**config.mk**
```make
export PLATFORM = sky130hd
export DESIGN_NAME = pong_game_ctrl
export DESIGN_NICKNAME = d
export VERILOG_FILES = /design/src/rtl/pong_pkg.sv /design/src/rtl/pong_bcd_counter.sv /design/src/rtl/pong_game_ctrl.sv
export SDC_FILE = /design/constraint.sdc
export NUM_CORES = 1
export LEC_CHECK = 0
export BUFFER_PORTS_ARGS = -buffer_cell sky130_fd_sc_hd__buf_2
export CORE_ASPECT_RATIO = 1.5
export CORE_MARGIN = 3
export CORE_UTILIZATION = 55
export DETAILED_ROUTE_END_ITERATION = 6
export PLACE_DENSITY = 0.79
export SETUP_SLACK_MARGIN = 0.2
export SYNTH_ARGS = -nofsm -noshare
export SYNTH_HDL_FRONTEND = slang
export SYNTH_HIERARCHICAL = 1
export SYNTH_SLANG_ARGS = --single-unit
```
**constraint.sdc**
```tcl
create_clock -name clk -period 2.32 [get_ports clk]
set_input_delay 0.464 -clock clk [delete_from_list [all_inputs] [get_ports clk]]
set_output_delay 0.464 -clock clk [all_outputs]
set_load 0.03 [all_outputs]
```
**src/rtl/pong_pkg.sv**
```systemverilog
// Shared definitions for the pong game controller and graphics pipeline:
// game state encoding, overlay message codes, BCD digit type and screen limits.
package pong_pkg;

  typedef enum logic [1:0] {
    ST_NEWGAME = 2'd0,
    ST_PLAY    = 2'd1,
    ST_NEWBALL = 2'd2,
    ST_OVER    = 2'd3
  } game_state_t;

  localparam logic [1:0] MSG_NONE  = 2'd0;
  localparam logic [1:0] MSG_START = 2'd1;
  localparam logic [1:0] MSG_READY = 2'd2;
  localparam logic [1:0] MSG_OVER  = 2'd3;

  typedef logic [3:0] bcd_digit_t;

  localparam int unsigned MAX_X = 640;
  localparam int unsigned MAX_Y = 480;

  // Two-digit BCD magnitude compare; valid BCD orders like plain binary
  // once the tens digit is placed above the units digit.
  function automatic logic bcd_gt(input bcd_digit_t a1, input bcd_digit_t a0,
                                  input bcd_digit_t b1, input bcd_digit_t b0);
    return {a1, a0} > {b1, b0};
  endfunction

endpackage

```
**src/rtl/pong_bcd_counter.sv**
```systemverilog
// Two-digit BCD up-counter with synchronous clear (clear beats increment).
// Wraps 99 -> 00.
module pong_bcd_counter
  import pong_pkg::*;
(
  input  logic       clk,
  input  logic       reset,
  input  logic       clr,
  input  logic       inc,
  output bcd_digit_t d1,
  output bcd_digit_t d0
);

  bcd_digit_t d1_q, d0_q;

  // Digit registers: units roll 9 -> 0 and carry into tens, tens roll 9 -> 0.
  always_ff @(posedge clk or posedge reset) begin
    if (reset) begin
      d1_q <= '0;
      d0_q <= '0;
    end else if (clr) begin
      d1_q <= '0;
      d0_q <= '0;
    end else if (inc) begin
      if (d0_q == 4'd9) begin
        d0_q <= '0;
        d1_q <= (d1_q == 4'd9) ? '0 : d1_q + 4'd1;
      end else begin
        d0_q <= d0_q + 4'd1;
      end
    end
  end

  assign d1 = d1_q;
  assign d0 = d0_q;

endmodule

```
**src/rtl/pong_game_ctrl.sv**
```systemverilog
// Pong game sequencing controller: serve / play / ball lost / game over,
// BCD score, remaining balls, inter-ball delay and overlay message select.
// Optional build macro PONG_HISCORE_EN adds a persistent high-score register.
module pong_game_ctrl
  import pong_pkg::*;
#(
  parameter int unsigned BALLS       = 3,
  parameter int unsigned DELAY_TICKS = 120
) (
  input  logic       clk,
  input  logic       reset,
  input  logic       frame_tick,
  input  logic [1:0] btn,
  input  logic       hit,
  input  logic       miss,
  output logic       gra_still,
  output logic [3:0] score_d1,
  output logic [3:0] score_d0,
  output logic [1:0] balls_left,
  output logic [1:0] msg_sel,
  output logic [3:0] hi_d1,
  output logic [3:0] hi_d0
);

  localparam logic [1:0] BALLS_INIT = 2'(BALLS - 1);
  localparam logic [7:0] DELAY_INIT = 8'(DELAY_TICKS);

  game_state_t state_q, state_d;
  logic [1:0]  balls_q, balls_d;
  logic [7:0]  timer_q, timer_d;
  logic        hit_q, miss_q, btn_q;
  logic        hit_p_q, miss_p_q, btn_p_q;
  logic        score_clr, score_inc;

  // Edge detectors; the detected pulse is registered so every output stays
  // a pure function of flops.
  always_ff @(posedge clk or posedge reset) begin
    if (reset) begin
      hit_q    <= 1'b0;
      miss_q   <= 1'b0;
      btn_q    <= 1'b0;
      hit_p_q  <= 1'b0;
      miss_p_q <= 1'b0;
      btn_p_q  <= 1'b0;
    end else begin
      hit_q    <= hit;
      miss_q   <= miss;
      btn_q    <= |btn;
      hit_p_q  <= hit & ~hit_q;
      miss_p_q <= miss & ~miss_q;
      btn_p_q  <= |btn & ~btn_q;
    end
  end

  // Next-state logic for game state, ball count, delay timer and score control.
  always_comb begin
    state_d   = state_q;
    balls_d   = balls_q;
    timer_d   = timer_q;
    score_clr = 1'b0;
    score_inc = 1'b0;
    if ((state_q == ST_NEWBALL || state_q == ST_OVER) && frame_tick && timer_q != '0)
      timer_d = timer_q - 8'd1;
    case (state_q)
      ST_NEWGAME: begin
        score_clr = 1'b1;
        balls_d   = BALLS_INIT;
        if (btn_p_q) state_d = ST_PLAY;
      end
      ST_PLAY: begin
        if (miss_p_q) begin
          timer_d = DELAY_INIT;
          if (balls_q == '0) begin
            state_d = ST_OVER;
          end else begin
            balls_d = balls_q - 2'd1;
            state_d = ST_NEWBALL;
          end
        end else if (hit_p_q) begin
          score_inc = 1'b1;
        end
      end
      ST_NEWBALL: begin
        if (timer_q == '0 && btn_p_q) state_d = ST_PLAY;
      end
      ST_OVER: begin
        if (timer_q == '0) begin
          state_d   = ST_NEWGAME;
          score_clr = 1'b1;
          balls_d   = BALLS_INIT;
        end
      end
      default: state_d = ST_NEWGAME;
    endcase
  end

  // State, ball count and timer registers.
  always_ff @(posedge clk or posedge reset) begin
    if (reset) begin
      state_q <= ST_NEWGAME;
      balls_q <= BALLS_INIT;
      timer_q <= '0;
    end else begin
      state_q <= state_d;
      balls_q <= balls_d;
      timer_q <= timer_d;
    end
  end

  pong_bcd_counter u_score (
    .clk   (clk),
    .reset (reset),
    .clr   (score_clr),
    .inc   (score_inc),
    .d1    (score_d1),
    .d0    (score_d0)
  );

  // Overlay message and freeze decode from the state register.
  always_comb begin
    msg_sel = MSG_NONE;
    case (state_q)
      ST_NEWGAME: msg_sel = MSG_START;
      ST_PLAY:    msg_sel = MSG_NONE;
      ST_NEWBALL: msg_sel = MSG_READY;
      ST_OVER:    msg_sel = MSG_OVER;
      default:    msg_sel = MSG_NONE;
    endcase
  end

  assign gra_still  = (state_q != ST_PLAY);
  assign balls_left = balls_q;

`ifdef PONG_HISCORE_EN
  logic       over_entry_q;
  bcd_digit_t hi_d1_q, hi_d0_q;

  // The compare runs the cycle after OVER entry, when the final score is
  // settled in the counter and no longer changes until the next game.
  always_ff @(posedge clk or posedge reset) begin
    if (reset) begin
      over_entry_q <= 1'b0;
      hi_d1_q      <= '0;
      hi_d0_q      <= '0;
    end else begin
      over_entry_q <= (state_q == ST_PLAY) && miss_p_q && (balls_q == '0);
      if (over_entry_q && bcd_gt(score_d1, score_d0, hi_d1_q, hi_d0_q)) begin
        hi_d1_q <= score_d1;
        hi_d0_q <= score_d0;
      end
    end
  end

  assign hi_d1 = hi_d1_q;
  assign hi_d0 = hi_d0_q;
`else
  assign hi_d1 = '0;
  assign hi_d0 = '0;
`endif

endmodule

```
==> metrics.cfg <==
[finish]
nFillCells = 232
syn_to_final_growth_pct = 11.58
seqCellArea_um2 = 651.9
drive_above_1_share = 0.2203
multi_input_area_um2 = 797.0
nNetsFinal = 197
fin_cells = 214
n_antenna_cell = 0

[yosys]
ys_top_cells_by_area = dfrtp_1 (40%), ha_1 (9.6%), buf_4 (4.3%)
yosysWarnings = 6
yosysSeqAreaShare = 0.4188
netlist_area_mm2 = 0.001556
synth.avg_cell_area_um2 = 10.04
synth_top_flop_cell = dfrtp_1
synth_top_area_cell = dfrtp_1
yosysTopAreaCellShare = 0.4019
netlist_instances = 155
ys_ff_latch = 26
async_flop_share = 1.000
ys_types = 47
synth_edf_count = 0

[run]
max_cap_violations = 0

[floorplanning]
core-area_mm2 = 0.002676
die_y_um = 71.16
start_util = 0.5816
die-area_mm2 = 0.003518
die_width_um = 49.44
ios = 28
num_rows = 23

[clock_tree]
clk_pin_slew_ns = 0.09
cts_made_buffers = 3
cts_tree = yes
clockRootBuffer = clkbuf_8
numClockSinks = 26
insertion_delay_ns = 0.27
h-tree-depth = 1
cts_buffer_depth = 2

[timing]
fin_worst_skew_ns = 0.003302
slew_viol_final = 0
slew_headroom = 0.5537
rsz0062_at_grt = no
min_period_over_period = 0.8694
max_freq_mhz = 495.8
period_needed_ns = 2.017
hold_viol = 0
setup_viol = 0
fin_setup_tns_ns = 0
worst_pin_slew_ns = 0.6687

[routing]
drcViolationCount = 0
drtPass1Iterations = 4
via_per_inst = 5.706
wl_mm = 2.955
dr_total_vias = 1221
wl_per_cell_um = 13.81
ant_nets = 0
drt_iter0_drc = 26

[critical_path]
required_ns = 1.86
crit_path_end_kind = primary output
reg2reg_from = timer_q[0]
crit_arrival_ns = 1.55
path_class = flop to primary output
rrSetupSlack_ns = 0.38
start_kind = flop
startpoint = state_q[0]
cp_max_fo = 5

[placement]
portBuffers = 19
placed_cells = 210
gp_congestion = 0.9084
dp_hpwl_mm = 2.303

[min_path]
hold_class = input pin to async pin

[grt]
grt_max_degree = 19
grt_pass1_wl_mm = 5.037
grt_usage = 0.1797
antenna_found_initial = 0
grt_pass1_vias = 1193
overflow = 0

[power]
total_leakage_power_uw = 0.0008386
power_density_mw_per_mm2 = 1121
ir_drop_v = 0.0009257

[outcome]
status = completed

-- cells in the mapped netlist, types with 2 or more instances --
cell type / count
a211o_1: 2
a211oi_1: 2
a21oi_1: 5
a31oi_1: 4
and2_1: 2
and4b_1: 2
buf_4: 9
dfrtp_1: 25
ha_1: 12
inv_1: 16
mux2i_1: 2
nand2_1: 5
nand2b_1: 3
nand3_1: 3
nand3b_1: 4
nor2_1: 11
nor2b_1: 3
nor4_1: 5
o21ai_0: 4
o31ai_1: 2
or2_2: 3
or3b_2: 2
or4_1: 2
xnor2_1: 4
-- state kept, by name (all words and copies together) (netlist names) --
register and cells:
balls_left 2, hit_q 1, state_q 2, btn_p_q 1
timer_q 8, miss_q 1, btn_q 1, u_score/d1 4
miss_p_q 1, u_score/d0 4, hit_p_q 1
-- where the power goes --
group	internal [µW]	switching (µW)	total, µW	leakage [µW]
sequential	558	117	675	0.000316
clock	231	137	368	0.0000357
combinational	328	574	903	0.000487
-- worst max-delay path, stage by stage (launching register included) --
cell,delay [ns]
dfrtp_1,0.40
inv_1,0.10
ha_1,0.23
nor2_1,0.28
nor2_1,0.08
buf_2,0.19
-- layer usage --
layer / wire (µm) / GRT usage / share of wire / up-vias
li1: - / - / - / 570
met2: 1658 / 0.3507 / 0.56 / 36
met5: 0 / 0 / 0 / -
met4: 52 / 0.07692 / 0.018 / 0
met3: 124 / 0.02316 / 0.042 / 6
met1: 1119 / 0.1866 / 0.38 / 609
-- cells by family (layout without fill, tap and decap cells) --
group                    after synthesis  in the layout  share of synthesized area
other                                  1              8                   0.002409
adder cells (fa/ha/maj)               12             12                    0.09646
buffers and inverters                 26             41                    0.08923
AND/OR/NAND/NOR                       55             55                     0.2243
AO/OA/AOI/OAI                         28             28                     0.1262
flip-flops                            26             26                     0.4188
multiplexers                           3              3                    0.02010
XOR/XNOR                               4              4                    0.02251
-- final timing paths --
| kind | end | depth (start not counted) |
|---|---|---|
| worst min-delay path | u_score/d0[2] | 2 |
| min in group clk | hit_q | 1 |
| worst max register to register | state_q[0] | 6 |
| worst min register to register | hit_p_q | 1 |
| worst max-delay path | msg_sel[1] | 5 |
| max in group asynchronous | timer_q[0] | 2 |
-- per-stage QoR --
stage / cell area, µm² / hold WS (ns) / setup WS (ns) / utilization / total power [µW]
2_1_floorplan: 1583 / 0.2797 / 0.4435 / - / 1362
3_3_place_gp: 1660 / 0.3828 / 0.3570 / 0.6204 / 1527
3_5_place_dp: 1660 / 0.3868 / 0.3002 / 0.6204 / 1582
4_1_cts: 1732 / 0.1458 / 0.2789 / 0.6470 / 1959
5_1_grt: 1737 / 0.1616 / 0.2082 / 0.6489 / 2083
6_report: 1737 / 0.1394 / 0.3029 / 0.6489 / 1946
-- final cells by class --
type                    count  area share
clock inverters             1     0.01729
inverters                  16     0.03458
clock buffers               3     0.02378
repair buffers             21     0.06340
multi-input cells         110      0.4589
flip-flops and latches     26      0.3754
well taps                  37     0.02666
-- cell usage in the layout (no fill, tap or decap), drive strengths merged, types with 2 or more instances in the layout --
cell type   n
a211o       2
a211oi      2
a21oi       6
a31oi       4
and2        2
and4b       2
buf        21
clkbuf      3
conb        8
dfrtp      25
ha         12
inv        16
mux2i       2
nand2       5
nand2b      3
nand3       3
nand3b      4
nor2       11
nor2b       3
nor3b       2
nor4        5
nor4b       2
o21ai       5
o31ai       2
or2         3
or3b        2
or4         3
xnor2       4
-- timing repair --
action | 4_1_cts | 5_1_grt
hold buffers | 0 | 0
setup endpoints to repair | 0 | 2
buffers inserted | 0 | 0
gates resized for setup | 0 | 1
Power figures use the tool's default switching activity.
